===== src/rtl/fetch_queue_unit_if.sv =====
// rtl/fetch_queue_unit_if.sv - instruction-memory, redirect and decode-side signals of the fetch stage
interface fetch_queue_unit_if #(
  parameter int ADDR_W  = 32,
  parameter int INSTR_W = 32
) ();
  logic               imem_req;
  logic [ADDR_W-1:0]  imem_addr;
  logic [INSTR_W-1:0] imem_rdata;
  logic               redirect_valid;
  logic [ADDR_W-1:0]  redirect_pc;
  logic               out_valid;
  logic               out_ready;
  logic [INSTR_W-1:0] out_instr;
  logic [ADDR_W-1:0]  out_pc;

  modport master (
    output imem_req, imem_addr, out_valid, out_instr, out_pc,
    input  imem_rdata, redirect_valid, redirect_pc, out_ready
  );

  modport slave (
    input  imem_req, imem_addr, out_valid, out_instr, out_pc,
    output imem_rdata, redirect_valid, redirect_pc, out_ready
  );
endinterface


===== src/rtl/fetch_queue_unit.sv =====
// rtl/fetch_queue_unit.sv - sequential instruction fetch with DEPTH-entry queue and redirect flush
// Optional FETCH_STATS_EN adds stat_fetched / stat_flushes counters.
module fetch_queue_unit #(
  parameter int                ADDR_W   = 32,
  parameter int                INSTR_W  = 32,
  parameter int                DEPTH    = 4,
  parameter logic [ADDR_W-1:0] RESET_PC = '0,
  parameter int                PC_STEP  = 4
) (
  input  logic                clk,
  input  logic                reset,
  fetch_queue_unit_if.master  bus
`ifdef FETCH_STATS_EN
  ,
  output logic [31:0]         stat_fetched,
  output logic [31:0]         stat_flushes
`endif
);

  localparam int PTR_W = (DEPTH > 1) ? $clog2(DEPTH) : 1;
  localparam int CNT_W = PTR_W + 1;

  logic [ADDR_W-1:0]  pc_q, pc_d;
  logic               inflight_q, inflight_d;
  logic [ADDR_W-1:0]  inflight_pc_q, inflight_pc_d;
  logic [PTR_W-1:0]   rd_ptr_q, rd_ptr_d;
  logic [PTR_W-1:0]   wr_ptr_q, wr_ptr_d;
  logic [CNT_W-1:0]   count_q, count_d;

  logic [INSTR_W-1:0] instr_mem_q [DEPTH];
  logic [ADDR_W-1:0]  pc_mem_q    [DEPTH];

  logic               redirect;
  logic               not_empty;
  logic [CNT_W:0]     occupancy;
  logic               issue;
  logic               push;
  logic               pop;

  assign redirect  = bus.redirect_valid;
  assign not_empty = (count_q != '0);

  // Credit: a request is only issued if its response is guaranteed a free slot.
  assign occupancy = {1'b0, count_q} + {{CNT_W{1'b0}}, inflight_q};
  assign issue     = !reset && !redirect && (occupancy < (CNT_W+1)'(DEPTH));
  assign push      = inflight_q && !redirect;
  assign pop       = not_empty && bus.out_ready && !redirect;

  assign bus.imem_req  = issue;
  assign bus.imem_addr = pc_q;
  assign bus.out_valid = not_empty;
  assign bus.out_instr = not_empty ? instr_mem_q[rd_ptr_q] : '0;
  assign bus.out_pc    = not_empty ? pc_mem_q[rd_ptr_q]    : '0;

  always_comb begin
    pc_d          = pc_q;
    inflight_d    = issue;
    inflight_pc_d = inflight_pc_q;
    rd_ptr_d      = rd_ptr_q;
    wr_ptr_d      = wr_ptr_q;
    count_d       = count_q;

    if (redirect) begin
      pc_d     = bus.redirect_pc;
      rd_ptr_d = '0;
      wr_ptr_d = '0;
      count_d  = '0;
    end else begin
      if (issue) begin
        pc_d          = pc_q + ADDR_W'(PC_STEP);
        inflight_pc_d = pc_q;
      end
      if (push) begin
        wr_ptr_d = wr_ptr_q + PTR_W'(1);
      end
      if (pop) begin
        rd_ptr_d = rd_ptr_q + PTR_W'(1);
      end
      count_d = count_q + CNT_W'(push) - CNT_W'(pop);
    end
  end

  always_ff @(posedge clk or posedge reset) begin
    if (reset) begin
      pc_q          <= RESET_PC;
      inflight_q    <= 1'b0;
      inflight_pc_q <= '0;
      rd_ptr_q      <= '0;
      wr_ptr_q      <= '0;
      count_q       <= '0;
    end else begin
      pc_q          <= pc_d;
      inflight_q    <= inflight_d;
      inflight_pc_q <= inflight_pc_d;
      rd_ptr_q      <= rd_ptr_d;
      wr_ptr_q      <= wr_ptr_d;
      count_q       <= count_d;
    end
  end

  // Storage needs no reset: it is only observed through a non-empty head.
  always_ff @(posedge clk) begin
    if (push) begin
      instr_mem_q[wr_ptr_q] <= bus.imem_rdata;
      pc_mem_q[wr_ptr_q]    <= inflight_pc_q;
    end
  end

`ifdef FETCH_STATS_EN
  logic [31:0] stat_fetched_q, stat_fetched_d;
  logic [31:0] stat_flushes_q, stat_flushes_d;

  always_comb begin
    stat_fetched_d = stat_fetched_q + 32'(pop);
    stat_flushes_d = stat_flushes_q + 32'(redirect);
  end

  always_ff @(posedge clk or posedge reset) begin
    if (reset) begin
      stat_fetched_q <= '0;
      stat_flushes_q <= '0;
    end else begin
      stat_fetched_q <= stat_fetched_d;
      stat_flushes_q <= stat_flushes_d;
    end
  end

  assign stat_fetched = stat_fetched_q;
  assign stat_flushes = stat_flushes_q;
`endif

endmodule


===== src/flat_wrapper.sv =====
// flat-port wrapper written by rule: the top's interface ports become plain ports
module fetch_queue_unit_flat 
#(
  parameter int                ADDR_W   = 32,
  parameter int                INSTR_W  = 32,
  parameter int                DEPTH    = 4,
  parameter logic [ADDR_W-1:0] RESET_PC = '0,
  parameter int                PC_STEP  = 4
)
  (clk, reset, bus_imem_req, bus_imem_addr, bus_out_valid, bus_out_instr, bus_out_pc, bus_imem_rdata, bus_redirect_valid, bus_redirect_pc, bus_out_ready);
  fetch_queue_unit_if #(.ADDR_W(ADDR_W), .INSTR_W(INSTR_W)) bus_i ();
  input  logic clk;
  input  logic reset;
  output wire logic [$bits(bus_i.imem_req)-1:0] bus_imem_req;
  output wire logic [$bits(bus_i.imem_addr)-1:0] bus_imem_addr;
  output wire logic [$bits(bus_i.out_valid)-1:0] bus_out_valid;
  output wire logic [$bits(bus_i.out_instr)-1:0] bus_out_instr;
  output wire logic [$bits(bus_i.out_pc)-1:0] bus_out_pc;
  input wire logic [$bits(bus_i.imem_rdata)-1:0] bus_imem_rdata;
  input wire logic [$bits(bus_i.redirect_valid)-1:0] bus_redirect_valid;
  input wire logic [$bits(bus_i.redirect_pc)-1:0] bus_redirect_pc;
  input wire logic [$bits(bus_i.out_ready)-1:0] bus_out_ready;
  assign bus_imem_req = bus_i.imem_req;
  assign bus_imem_addr = bus_i.imem_addr;
  assign bus_out_valid = bus_i.out_valid;
  assign bus_out_instr = bus_i.out_instr;
  assign bus_out_pc = bus_i.out_pc;
  assign bus_i.imem_rdata = bus_imem_rdata;
  assign bus_i.redirect_valid = bus_redirect_valid;
  assign bus_i.redirect_pc = bus_redirect_pc;
  assign bus_i.out_ready = bus_out_ready;
  fetch_queue_unit #(.ADDR_W(ADDR_W), .INSTR_W(INSTR_W), .DEPTH(DEPTH), .RESET_PC(RESET_PC), .PC_STEP(PC_STEP)) u_core (.clk(clk), .reset(reset), .bus(bus_i));
endmodule

===== config.mk =====
export PLATFORM = sky130hd
export DESIGN_NAME = fetch_queue_unit_flat
export DESIGN_NICKNAME = d
export VERILOG_FILES = /design/src/rtl/fetch_queue_unit_if.sv /design/src/rtl/fetch_queue_unit.sv /design/src/flat_wrapper.sv
export SDC_FILE = /design/constraint.sdc
export NUM_CORES = 1
export LEC_CHECK = 0
export CAP_MARGIN = 20
export CORE_ASPECT_RATIO = 1.5
export CORE_MARGIN = 2
export CORE_UTILIZATION = 40
export CTS_BUF_LIST = sky130_fd_sc_hd__clkbuf_8
export DETAILED_ROUTE_END_ITERATION = 6
export GPL_TIMING_DRIVEN = 0
export HOLD_SLACK_MARGIN = 0.12
export REMOVE_ABC_BUFFERS = 1
export SLEW_MARGIN = 40
export SYNTH_ARGS = -nofsm -noshare
export SYNTH_HDL_FRONTEND = slang
export SYNTH_SLANG_ARGS = --single-unit

===== constraint.sdc =====
create_clock -name clk -period 2.9 [get_ports clk]
set_input_delay 0.29 -clock clk [delete_from_list [all_inputs] [get_ports clk]]
set_output_delay 0.29 -clock clk [all_outputs]
set_load 0.005 [all_outputs]

==> run metrics <==
Synth area leader edfxtp_1; fin util 51.5%; r2r setup slk 0.35 ns; WL/cell 20.9 um; total of max-cap violations 0; worst hold slack 0.258 ns; largest cells by area after synthesis edfxtp_1, dfrtp_1, mux4_2, and2_1, mux2_2; final WL 29.3 mm; Post-DRT Antenna Nets 0; synthesized area 13,200 sq um; Required @ worst endpoint 2.61 ns; Bufs on Longest Clock Path 3; HP Class in2reg; Hold Path Stages 3; commonest non-fill, non-tap cell in the layout edfxtp_1; Slew @ Worst Pin 0.800 ns; final worst path period share 98.9%; count of final setup violators 0; commonest non-fill, non-tap cells in the layout edfxtp_1, clkdlybuf4s50_1, dfrtp_1, and2_1, mux4_2; CP Data Arrival Time 2.58 ns; Starting Density 40.6%; initial antenna violation count 1; clock sink total 328; Pwr per Cell Area 760 nW/um^2; post-route cell area 16,800 sq um; Hold Path Sink u_core.bus.imem_addr[29]; synthesized flop and latch total 328; IO Port Bufs 165; post-synthesis cell count 729; Synth async-reset ratio 22.0%; Skew-Pair Late Insertion Delay 0.59 ns; CTS tree yes; Setup CP Type reg2out; Yosys warning total 0; LEAKAGE 0.00577 uW; io pins 166; setup ws final 0.0320 ns; Slew Limit Headroom 46.2%; grt ovf 0; die area 34,500 sq um; Final Critical Period 2.87 ns; P&R area growth vs syn 27.0%; clk root buf clkbuf_8; std cell rows 81; Post-DP Area 15,600 sq um; All-Layer GR Usage 17.2%; sequential area share after synthesis 71.9%; Yosys cell types 46; pre-CTS setup slack -0.125 ns; largest net degree at the start of global routing 57; H-tree depth 2; fraction of layout cells with a size suffix above 1 22.5%; status finished clean; Via density 5.16; Fmax achieved 349 MHz; number of global-route vias before repair 7,739; Fill cells 2,668; crit path launch type flop; drt first pass iters 4; Vias 7,244; RR Endpoint u_core.count_q[2]; EDFF count, synth 256; initial DRC count 389; skew final 0.0217 ns; Inserted Clock Buffers 50; R2R depth 11; dpl hpwl 17.8 mm; syn_area_per_cell 18.1 sq um; Max VDD drop 346 uV; fin nets 1,023; Crit. End Element output pin; gp weighted congestion 0.753; global-route wire length before repair 44.9 mm; total core area 32,500 sq um; # DRC 0; hold_sp bus_redirect_pc[29]; final slew viol count 0; clk slew on worst S/H paths 0.06 ns; die height 226 um; post-synth top area share 58.3%; unrepaired setup endpoints after global routing yes; Fin. Hold Viols 0; die width 152 um; Crit Reg-Reg Startpoint u_core.count_q[2]; dominant synthesized flop cell edfxtp_1; Crit Path Max Fanout 12
-- layer usage --
layer / vias up / wire, um / track usage (%)
met5: - / 0 / 0
met4: 0 / 675 / 5.79
met3: 48 / 1190 / 3.17
met2: 186 / 15400 / 30.7
met1: 3732 / 12000 / 21.1
li1: 3278 / - / -
-- cells by family (layout without fill, tap and decap cells) --
group	Yosys count	count (layout)	share of synthesized area, %
AOI/OAI and AO/OA	36	36	1.69
DFF	328	328	71.9
and+or+nand+nor	180	181	8.01
buffers and inverters	47	305	1.56
xor gates and xnor gates	28	28	1.86
other	0	1	0
adders and majority gates	9	9	0.910
muxes	101	101	14.1
-- worst max path at each step --
stage / startpoint / endpoint / depth (start not counted)
2_1_floorplan: u_core.rd_ptr_q[0] / bus_out_instr[0] / 2
3_3_place_gp: bus_redirect_valid / bus_imem_req / 3
3_5_place_dp: u_core.count_q[2] / bus_imem_req / 7
4_1_cts: u_core.rd_ptr_q[0] / bus_out_pc[28] / 4
5_1_grt: u_core.rd_ptr_q[0] / bus_out_pc[22] / 4
6_report: u_core.rd_ptr_q[0] / bus_out_pc[22] / 4
-- flip-flops by register name (all words and copies together) (netlist names) --
name,count
u_core.inflight_pc_q,32
u_core.instr_mem_q,128
u_core.rd_ptr_q,2
u_core.count_q,3
u_core.bus.imem_addr,32
u_core.wr_ptr_q,2
u_core.pc_mem_q,128
u_core.inflight_q,1
-- critical path, cell delays in order, from the launching register on --
cell,delay [ns]
dfrtp_4,0.52
bufbuf_16,0.34
mux4_2,0.49
and2_1,0.18
clkdlybuf4s50_1,0.44
-- stage by stage --
| stage | cells | power (uW) | setup TNS [ns] |
|---|---|---|---|
| 3_3_place_gp | 1272 | 8760 | -1212.98 |
| 5_1_grt | 1404 | 13400 | -1.69 |
| 6_report | 1404 | 12700 | 0 |
| 3_5_place_dp | 1290 | 8990 | -0.125 |
| 4_1_cts | 1403 | 13000 | -0.397 |
| 2_1_floorplan | 692 | 7350 | -57.58 |
-- what timing repair did --
action,4_1_cts,5_1_grt
endpoints found under the setup margin,55,46
cloned,2,0
gates resized for setup,8,1
hold buffers,2,0
buffers inserted,15,0
pin swaps,3,0
hold endpoints to repair,34,0
-- power by group --
| group | leakage, uW | total [uW] | internal [uW] | switching (uW) |
|---|---|---|---|---|
| clock | 0.000575 | 3670 | 1890 | 1780 |
| sequential | 0.00319 | 5830 | 5520 | 316 |
| combinational | 0.00200 | 3230 | 1950 | 1280 |
-- layout make-up --
class,count,area [sq um],share of cell area (%)
clock buffers,53,729,4.35
multi-input cells,355,3530,21.1
clock inverters,41,241,1.44
diodes,1,2.50,0.0149
well taps,415,519,3.10
inverters,10,42.5,0.254
repair buffers,201,2190,13.1
flip-flops and latches,328,9500,56.7
-- synthesized netlist by cell type, drive strengths merged (2+ instances only) --
cell type / number
nor2: 11
nand3: 14
mux4: 64
a31oi: 2
nor4: 9
and3: 5
nor2b: 2
nor3: 6
dfrtp: 72
buf: 14
a211o: 3
or4: 3
inv: 10
and2: 70
clkbuf: 23
nand4: 11
mux2i: 2
ha: 8
or3: 3
and4: 3
mux2: 35
edfxtp: 256
nor4b: 6
o21ai: 25
xnor2: 16
nand2: 34
xor2: 12
Note: power is estimated with default switching activity, not from simulation.
